<file path="src/rtl/lcd_pkg.sv">
// lcd_pkg: shared state encoding, HD44780 command bytes and 100 MHz timing defaults
package lcd_pkg;
  typedef enum logic [2:0] {ST_IDLE, ST_HI_E, ST_HI_L, ST_LO_E, ST_LO_L, ST_WAIT} state_e;
  localparam logic [7:0] CMD_CLEAR     = 8'h01;
  localparam logic [7:0] CMD_HOME      = 8'h02;
  localparam logic [7:0] CMD_FUNC_4BIT = 8'h28;
  localparam logic [7:0] CMD_DISP_ON   = 8'h0C;
  localparam logic [7:0] CMD_ENTRY     = 8'h06;
  localparam logic [7:0] CMD_LINE2     = 8'hC0;
  localparam int T_E_HIGH_DEF    = 5000;
  localparam int T_E_LOW_DEF     = 5000;
  localparam int T_EXEC_DEF      = 5000;
  localparam int T_EXEC_LONG_DEF = 200000;
  localparam int CNT_W_DEF       = 24;
  // Clear Display and Return Home (0x02/0x03) need the long execution wait
  function automatic logic is_long(input logic [7:0] d, input logic rs, input logic nib);
    return !rs && !nib && (d == CMD_CLEAR || d[7:1] == CMD_HOME[7:1]);
  endfunction
endpackage

</file>
<file path="src/rtl/lcd_byte_writer_if.sv">
// lcd_byte_writer_if: byte request handshake between the sequencer and the writer
interface lcd_byte_writer_if;
  logic       valid;
  logic       ready;
  logic [7:0] data;
  logic       rs;
  logic       nibble_only;
  logic       done;
  modport master(output valid, data, rs, nibble_only, input ready, done);
  modport slave(input valid, data, rs, nibble_only, output ready, done);
endinterface

</file>
<file path="src/rtl/lcd_phase_timer.sv">
// lcd_phase_timer: restartable up-counter flagging the last cycle of a phase of limit_i cycles
module lcd_phase_timer #(
  parameter int CNT_W = 24
) (
  input  logic             clk,
  input  logic             rst,
  input  logic             load_i,
  input  logic [CNT_W-1:0] limit_i,
  output logic             done_o
);
  logic [CNT_W-1:0] cnt_q;
  always_ff @(posedge clk) cnt_q <= (rst || load_i) ? '0 : cnt_q + CNT_W'(1);
  assign done_o = cnt_q == limit_i - CNT_W'(1);
endmodule

</file>
<file path="src/rtl/lcd_byte_writer.sv">
// lcd_byte_writer: sends one byte (or high nibble) to an HD44780 4-bit bus with E strobes and exec waits
module lcd_byte_writer
  import lcd_pkg::*;
#(
  parameter int T_E_HIGH    = T_E_HIGH_DEF,
  parameter int T_E_LOW     = T_E_LOW_DEF,
  parameter int T_EXEC      = T_EXEC_DEF,
  parameter int T_EXEC_LONG = T_EXEC_LONG_DEF,
  parameter int CNT_W       = CNT_W_DEF
) (
  input  logic                clk,
  input  logic                rst,
  lcd_byte_writer_if.slave    bus,
  output logic [3:0]          o_lcd_db,
  output logic                o_lcd_e,
  output logic                o_lcd_rs,
  output logic                o_lcd_rw
);
  state_e           state_q;
  logic [7:0]       data_q;
  logic             nib_q, long_q, e_q, rs_q, done_q;
  logic [3:0]       db_q;
  logic [CNT_W-1:0] limit;
  logic             t_done;
  always_comb begin
    limit = (state_q == ST_HI_E || state_q == ST_LO_E) ? CNT_W'(T_E_HIGH) :
            (state_q == ST_HI_L || state_q == ST_LO_L) ? CNT_W'(T_E_LOW) :
            long_q ? CNT_W'(T_EXEC_LONG) : CNT_W'(T_EXEC);
  end
  // Held cleared while idle so every phase starts counting from zero on entry
  lcd_phase_timer #(.CNT_W(CNT_W)) u_timer (
    .clk    (clk),
    .rst    (rst),
    .load_i (state_q == ST_IDLE || t_done),
    .limit_i(limit),
    .done_o (t_done)
  );
  always_ff @(posedge clk) begin
    if (rst) begin
      state_q <= ST_IDLE;
      data_q  <= '0;
      nib_q   <= 1'b0;
      long_q  <= 1'b0;
      e_q     <= 1'b0;
      rs_q    <= 1'b0;
      db_q    <= '0;
      done_q  <= 1'b0;
    end else begin
      done_q <= 1'b0;
      case (state_q)
        ST_IDLE: if (bus.valid) begin
          state_q <= ST_HI_E;
          data_q  <= bus.data;
          nib_q   <= bus.nibble_only;
          long_q  <= is_long(bus.data, bus.rs, bus.nibble_only);
          rs_q    <= bus.rs;
          db_q    <= bus.data[7:4];
          e_q     <= 1'b1;
        end
        ST_HI_E: if (t_done) begin
          state_q <= ST_HI_L;
          e_q     <= 1'b0;
        end
        ST_HI_L: if (t_done) begin
          state_q <= nib_q ? ST_WAIT : ST_LO_E;
          e_q     <= !nib_q;
          db_q    <= nib_q ? db_q : data_q[3:0];
        end
        ST_LO_E: if (t_done) begin
          state_q <= ST_LO_L;
          e_q     <= 1'b0;
        end
        ST_LO_L: if (t_done) state_q <= ST_WAIT;
        ST_WAIT: if (t_done) begin
          state_q <= ST_IDLE;
          done_q  <= 1'b1;
        end
        default: state_q <= ST_IDLE;
      endcase
    end
  end
  assign bus.ready = state_q == ST_IDLE;
  assign bus.done  = done_q;
  assign o_lcd_db  = db_q;
  assign o_lcd_e   = e_q;
  assign o_lcd_rs  = rs_q;
  assign o_lcd_rw  = 1'b0;
endmodule

</file>
<file path="src/flat_wrapper.sv">
// flat-port wrapper written by rule: the top's interface ports become plain ports
module lcd_byte_writer_flat import lcd_pkg::*;
#(
  parameter int T_E_HIGH    = T_E_HIGH_DEF,
  parameter int T_E_LOW     = T_E_LOW_DEF,
  parameter int T_EXEC      = T_EXEC_DEF,
  parameter int T_EXEC_LONG = T_EXEC_LONG_DEF,
  parameter int CNT_W       = CNT_W_DEF
)
  (clk, rst, o_lcd_db, o_lcd_e, o_lcd_rs, o_lcd_rw, bus_valid, bus_data, bus_rs, bus_nibble_only, bus_ready, bus_done);
  lcd_byte_writer_if bus_i ();
  input  logic clk;
  input  logic rst;
  output logic [3:0] o_lcd_db;
  output logic o_lcd_e;
  output logic o_lcd_rs;
  output logic o_lcd_rw;
  input wire logic [$bits(bus_i.valid)-1:0] bus_valid;
  input wire logic [$bits(bus_i.data)-1:0] bus_data;
  input wire logic [$bits(bus_i.rs)-1:0] bus_rs;
  input wire logic [$bits(bus_i.nibble_only)-1:0] bus_nibble_only;
  output wire logic [$bits(bus_i.ready)-1:0] bus_ready;
  output wire logic [$bits(bus_i.done)-1:0] bus_done;
  assign bus_i.valid = bus_valid;
  assign bus_i.data = bus_data;
  assign bus_i.rs = bus_rs;
  assign bus_i.nibble_only = bus_nibble_only;
  assign bus_ready = bus_i.ready;
  assign bus_done = bus_i.done;
  lcd_byte_writer #(.T_E_HIGH(T_E_HIGH), .T_E_LOW(T_E_LOW), .T_EXEC(T_EXEC), .T_EXEC_LONG(T_EXEC_LONG), .CNT_W(CNT_W)) u_core (.clk(clk), .rst(rst), .bus(bus_i), .o_lcd_db(o_lcd_db), .o_lcd_e(o_lcd_e), .o_lcd_rs(o_lcd_rs), .o_lcd_rw(o_lcd_rw));
endmodule
</file>
<file path="config.mk">
export PLATFORM = sky130hd
export DESIGN_NAME = lcd_byte_writer_flat
export DESIGN_NICKNAME = d
export VERILOG_FILES = /design/src/rtl/lcd_pkg.sv /design/src/rtl/lcd_byte_writer_if.sv /design/src/rtl/lcd_phase_timer.sv /design/src/rtl/lcd_byte_writer.sv /design/src/flat_wrapper.sv
export SDC_FILE = /design/constraint.sdc
export NUM_CORES = 1
export LEC_CHECK = 0
export ABC_AREA = 1
export ABC_CLOCK_PERIOD_IN_PS = 2580
export CAP_MARGIN = 20
export CORE_MARGIN = 2
export CORE_UTILIZATION = 56
export CTS_CLUSTER_SIZE = 10
export DETAILED_ROUTE_END_ITERATION = 8
export PLACE_DENSITY = 0.79
export SKIP_CTS_REPAIR_TIMING = 1
export SLEW_MARGIN = 15
export SYNTH_ARGS = -nofsm -noshare
export SYNTH_HDL_FRONTEND = slang
export SYNTH_SLANG_ARGS = --single-unit
</file>
<file path="constraint.sdc">
create_clock -name clk -period 2.58 [get_ports clk]
set_clock_uncertainty 0.2 [all_clocks]
set_input_delay 0.387 -clock clk [delete_from_list [all_inputs] [get_ports clk]]
set_output_delay 0.387 -clock clk [all_outputs]
set_load 0.02 [all_outputs]
</file>
==> results of run 1 <==
-- through the flow --
stage,util,power (W),setup WS (ns),std cells
3_3_place_gp,0.634,0.00149,0.576,347
2_1_floorplan,-,0.00133,0.760,285
6_report,0.664,0.00201,0.359,355
4_1_cts,0.664,0.00202,0.354,355
5_1_grt,0.664,0.00214,0.265,355
3_5_place_dp,0.634,0.00151,0.451,347
-- cell families after synthesis --
logic type | Yosys count | synth area share
AO/OA/AOI/OAI | 44 | 0.120
XOR/XNOR | 9 | 0.0382
adder cells (fa/ha/maj) | 1 | 0.00606
buffers and inverters | 43 | 0.0884
flip-flops | 40 | 0.388
other | 1 | 0.00182
AND/OR/NAND/NOR | 147 | 0.358
-- area by class of cell --
class | instances | area [um^2] | share of cell area
multi-input combinational | 202 | 1080 | 0.452
timing repair buffer | 21 | 208 | 0.0868
clock inverter | 2 | 35.0 | 0.0146
inverter | 36 | 135 | 0.0565
sequential | 40 | 801 | 0.335
clock buffer | 6 | 72.6 | 0.0303
tap | 48 | 60.1 | 0.0251
-- per-layer routing --
metal	wire length, um	vias up	track usage	share of wire
met2	2070	63	0.379	0.46
met4	75	0	0.101	0.017
met1	2090	851	0.320	0.46
met5	0	-	0	0
met3	260	7	0.0417	0.058
li1	-	962	-	-
-- sequential cells by signal, summed over array words and instances (netlist names) --
register              cells
u_core.o_lcd_db           4
u_core.state_q            3
u_core.o_lcd_e            1
u_core.data_q             4
u_core.u_timer.cnt_q     24
u_core.bus.done           1
u_core.nib_q              1
u_core.long_q             1
u_core.o_lcd_rs           1
-- worst max-delay path by stage --
stage / end / cells after the start
floorplan: u_core.o_lcd_e / 10
global placement: u_core.u_timer.cnt_q[22] / 5
detailed placement: u_core.u_timer.cnt_q[22] / 9
CTS: bus_ready / 4
global route: u_core.u_timer.cnt_q[22] / 10
finish: bus_ready / 4
-- worst reg2reg max path, stage by stage, from the launching register on --
cell and delay (ns):
dfxtp_1 0.36, ha_1 0.19, nand2_1 0.10, inv_1 0.11, nand4_1 0.09, nor3_1 0.29
nand3_4 0.19, nand3_4 0.28, o21bai_1 0.17, a21oi_1 0.05
-- power by group through the flow --
stage          Clock [W]  Sequential [W]  Combinational, W
6_report        0.000508        0.000777          0.000730
4_1_cts         0.000510        0.000776          0.000729
3_3_place_gp           0        0.000787          0.000707
2_1_floorplan          0        0.000795          0.000538
5_1_grt         0.000537        0.000787          0.000817
3_5_place_dp           0        0.000788          0.000724
-- cells in the final DEF (no fill, tap or decap), types with 3 or more instances in the layout --
cell             instances
inv_1                   36
nor2_2                   3
nor2_1                  41
a21oi_1                 24
clkdlybuf4s50_1         20
dfxtp_1                 40
nor4_1                   3
nand2_1                 50
nand3_1                 15
nor3b_1                  3
nor3_2                   5
nor3_1                   7
nand4_1                  6
clkbuf_8                 5
xor2_1                   7
nand2_2                  4
o21ai_0                 12
==> impl_results.md, run 1 <==
- Status: completed
- Reg clk slew, reported paths: 0.07 ns
- Fin nets: 320
- Final antenna-violating net count: 0
- Register area share after synthesis: 0.388
- Register share of total power: 0.386
- Largest delay share family, worst path: buffers and inverters
- # IOs: 22
- Hold Path Depth: 1
- CP bufs+invs: 2
- Cell Int Power: 0.00126 W
- Die area: 0.00419 mm^2
- Htree depth: 2
- Top-area cell type share of the netlist area: 0.388
- Synthesized area per cell: 7.25 um^2
- Layout cells sized above 1: 0.101
- CP endpoint kind: primary output
- Fin Hold WS: 0.257 ns
- CTS tree: done
- Port buffer count: 20
- Worst EP required: 1.99 ns
- Pre-antenna DRT Iters: 5
- Top post-synthesis cells by area: dfxtp_1, nand2_1, nor2_1
- Synth cell types: 36
- Initial DRC count: 140
- EDFF count, synth: 0
- PD cells: 842 mW/mm^2
- # rows: 22
- CP max-delay cell: clkdlybuf4s50_1
- ANT cells: 0
- Most common library cells after synthesis: nand2_1, nor2_1, dfxtp_1
- FF-to-FF path depth: 9
- DIE WIDTH: 64.7 um
- Data arrival, critical path: 1.63 ns
- CP cell instances: nor2_4, nand2_4, inv_1, clkdlybuf4s50_1
- # fillers: 335
- DPL Wire Length: 3.32 mm
- Period utilization: 0.861
- Clk_lat worst skew: 0.30 ns
- Final hold violation count: 0
- Leak Pwr: 0.870 nW
- Largest net degree at the start of global routing: 25
- Psw: 0.000756 W
- Largest stage delay, worst path: 0.59 ns
- Clock Sinks: 40
- Root Driver: clkbuf_8
- Wirelength, routed: 4.49 mm
- Area leader, netlist: dfxtp_1
- Clock Power Share: 0.252
- Worst hold endpoint: u_core.u_timer.cnt_q[0]
- Critical path type: register to primary output
- Ys async rst share: 0
- Wire per inst: 12.6 um
- Clock buffer depth: 2
- Final worst path period need: 2.22 ns
- Final max-slew violation count: 0
- Vias in the first global route: 1,777
- Net Sw Frac: 0.375
- Synth Register Bits: 40
- Reg2reg setup slack: 0.46 ns
- Ys Warns: 0
- Most used DFF post-synth: dfxtp_1
- Worst vdd ir: 590 uV
- Post-DP Area: 0.00229 mm^2
- HP Start: u_core.u_timer.cnt_q[0]
- Comb power frac: 0.362
- Finished Cell Area: 0.00239 mm^2
- Via Count: 1,883
- Area Overhead vs Synth: 15.9%
- DRC Markers: 0
- Setup TNS: 0 ns
- Worst Setup SP: u_core.state_q[2]
- Height of the die: 64.7 um
- Top-count cell post-synth: nand2_1
- Max_cap viols: 0
- Hold Path Class: register to register
- Synth Net Count: 299
- Cell area after synthesis: 0.00207 mm^2
- Initial antenna violation count: 0
- CP startpoint kind: register
- Critical path peak fanout: 8
- Total gr overflow: 0
- Gr usage total: 0.239
- CTS Buf Count: 5
- Achievable Freq: 0.450 GHz
- Final setup fails: 0
- Terminus of the critical flop-to-flop path: u_core.u_timer.cnt_q[22]
- Core area: 0.00361 mm^2
- GPL Wtd Cong: 0.812
- Vias per cell: 5.30
- Initial core utilization: 0.573
- First-pass GRT wire length: 7.82 mm
- Unrepaired setup endpoints after global routing: false
- Cell count after synthesis: 285
- Reg2reg start: u_core.u_timer.cnt_q[0]
Power figures use the tool's default switching activity.
==> inputs of run 2 (changes only) <==
Settings changed: CORE_MARGIN 2 to unset, MAX_ROUTING_LAYER set to met4.
==> impl_results.md, run 2 (synthesis gave the netlist of run 1 again) <==
- HP Start: u_core.data_q[3]
- Worst Setup SP: u_core.state_q[2]
- Clk_lat worst skew: 0.29 ns (about the same)
- CP max-delay cell: clkdlybuf4s50_1
- Max reg flops: 24 (unchanged)
- Register with the most flip-flops: u_core.u_timer.cnt_q
- Worst EP required: 1.99 ns (about the same)
- Via Count: 1,858 (-1.3%)
- Fin Hold WS: 0.248 ns (-0.00912 ns)
- Register share of total power: 0.414 (+0.028)
- Total gr overflow: 0 (unchanged)
- Initial antenna violation count: 0 (unchanged)
- Period utilization: 0.861 (about the same)
- Htree depth: 2 (unchanged)
- Reg clk slew, reported paths: 0.07 ns (about the same)
- Critical path type: register to primary output
- CP endpoint kind: primary output
- Reg2reg start: u_core.u_timer.cnt_q[0]
- Worst vdd ir: 549 uV (-7.0%)
- Critical path peak fanout: 8 (unchanged)
- Comb power frac: 0.377 (+0.015)
- Core area: 0.00344 mm^2 (-4.5%)
- Setup TNS: 0 ns (unchanged)
- Initial DRC count: 94 (-33%)
- Final antenna-violating net count: 0 (unchanged)
- Largest delay share family, worst path: buffers and inverters
- Unrepaired setup endpoints after global routing: false
- CTS Buf Count: 5 (unchanged)
- CP cell instances: nor2_4, nand2_4, inv_1, clkdlybuf4s50_1
- Clock Power Share: 0.208 (-0.044)
- Root Driver: clkbuf_8
- Final hold violation count: 0 (unchanged)
- Clock Sinks: 40 (unchanged)
- Max_cap viols: 0 (unchanged)
- Area Overhead vs Synth: 14.3%
- PD cells: 793 mW/mm^2 (-5.8%)
- Final worst path period need: 2.22 ns (-0.000113 ns)
- Hold Path Class: register to register
- Wirelength, routed: 4.16 mm (-7.2%)
- Final max-slew violation count: 0 (unchanged)
- Initial core utilization: 0.600 (+0.0273)
- Vias in the first global route: 1,724 (-3.0%)
- CTS tree: done
- Die area: 0.00394 mm^2 (-6.1%)
- Pre-antenna DRT Iters: 4 (-1)
- Final non-filler cell total: 352 (-0.85%)
- Largest net degree at the start of global routing: 25 (unchanged)
- Reg2reg setup slack: 0.50 ns (+0.04 ns)
- Psw: 0.000717 W (-5.2%)
- DPL Wire Length: 3.16 mm (-4.9%)
- Commonest non-fill, non-tap cells in the layout: nand2_1, nor2_1, dfxtp_1, inv_1, a21oi_1
- Vias per cell: 5.28 (-0.49%)
- Height of the die: 62.7 um (-3.1%)
- Total power: 0.00187 W (-7.1%)
- Wire per inst: 11.8 um (-6.5%)
- Fin nets: 320 (unchanged)
- CP bufs+invs: 2 (unchanged)
- Largest stage delay, worst path: 0.59 ns (about the same)
- # rows: 21 (-4.5%)
- Clock buffer depth: 2 (unchanged)
- DRC Markers: 0 (unchanged)
- First-pass GRT wire length: 7.51 mm (-3.9%)
- DIE WIDTH: 62.7 um (-3.1%)
- # IOs: 22 (unchanged)
- GPL Wtd Cong: 0.891 (+9.8%)
- Status: completed
- Leak Pwr: 0.856 nW (-1.6%)
- Final setup fails: 0 (unchanged)
- ANT cells: 0 (unchanged)
- Layout cells sized above 1: 0.0980 (-0.00294)
- Gr usage total: 0.245 (+0.00576)
- Data arrival, critical path: 1.63 ns (about the same)
- Net Sw Frac: 0.383 (+0.00781)
- Placed cells: 345 (-0.58%)
- Achievable Freq: 0.450 GHz (about the same)
- Cell Int Power: 0.00115 W (-8.3%)
- Most common cell after layout, fill and taps aside: nand2_1
- Port buffer count: 20 (unchanged)
- CP startpoint kind: register
==> run 2: changes by cell type in the layout (fill, tap and decap cells not counted), sizes merged <==
cell,before,now
bufinv,1,0
==> run 2: worst register-to-register path: cells and delay by family (launching register included) <==
family	cells	cell delay, ns
AND/OR/NAND/NOR	7	1.06
flip-flops	1	0.36
adder cells (fa/ha/maj)	1	0.18
AO/OA/AOI/OAI	2	0.19
==> run 2: path summary, 6_finish.rpt <==
check / end / cells after the start
setup / recovery: bus_ready / 4
hold / removal: u_core.data_q[3] / 2
setup reg to reg: u_core.u_timer.cnt_q[22] / 10
hold reg to reg: u_core.data_q[3] / 2
==> run 2: cell type report <==
| type | count | area [um^2] |
|---|---|---|
| fill | 297 | 1080 |
| multi-input combinational | 202 | 1080 |
| tap | 46 | 57.6 |
| clock buffer | 6 | 72.6 |
| timing repair buffer | 21 | 208 |
| clock inverter | 1 | 5.00 |
| sequential | 40 | 801 |
| inverter | 36 | 135 |
==> run 2: stage by stage <==
stage | cell area, um^2 | utilization | worst slack (ns)
2_1_floorplan | 2070 | - | 0.760
3_5_place_dp | 2280 | 0.663 | 0.535
4_1_cts | 2360 | 0.686 | 0.342
6_report | 2360 | 0.686 | 0.359
3_3_place_gp | 2280 | 0.663 | 0.571
5_1_grt | 2360 | 0.686 | 0.241
==> run 2: power groups by stage <==
stage / clock [W] / combinational (W) / sequential, W
6_report: 0.000390 / 0.000706 / 0.000776
5_1_grt: 0.000421 / 0.000794 / 0.000787
4_1_cts: 0.000400 / 0.000710 / 0.000774
3_5_place_dp: 0 / 0.000708 / 0.000787
3_3_place_gp: 0 / 0.000704 / 0.000787
2_1_floorplan: 0 / 0.000538 / 0.000795
==> run 2: routing by layer <==
| metal | GRT usage | wire, um | vias up |
|---|---|---|---|
| met1 | 0.323 | 2120 | 846 |
| li1 | - | - | 963 |
| met5 | - | 0 | - |
| met4 | 0.0814 | 57 | 0 |
| met3 | 0.0602 | 172 | 5 |
| met2 | 0.365 | 1820 | 44 |
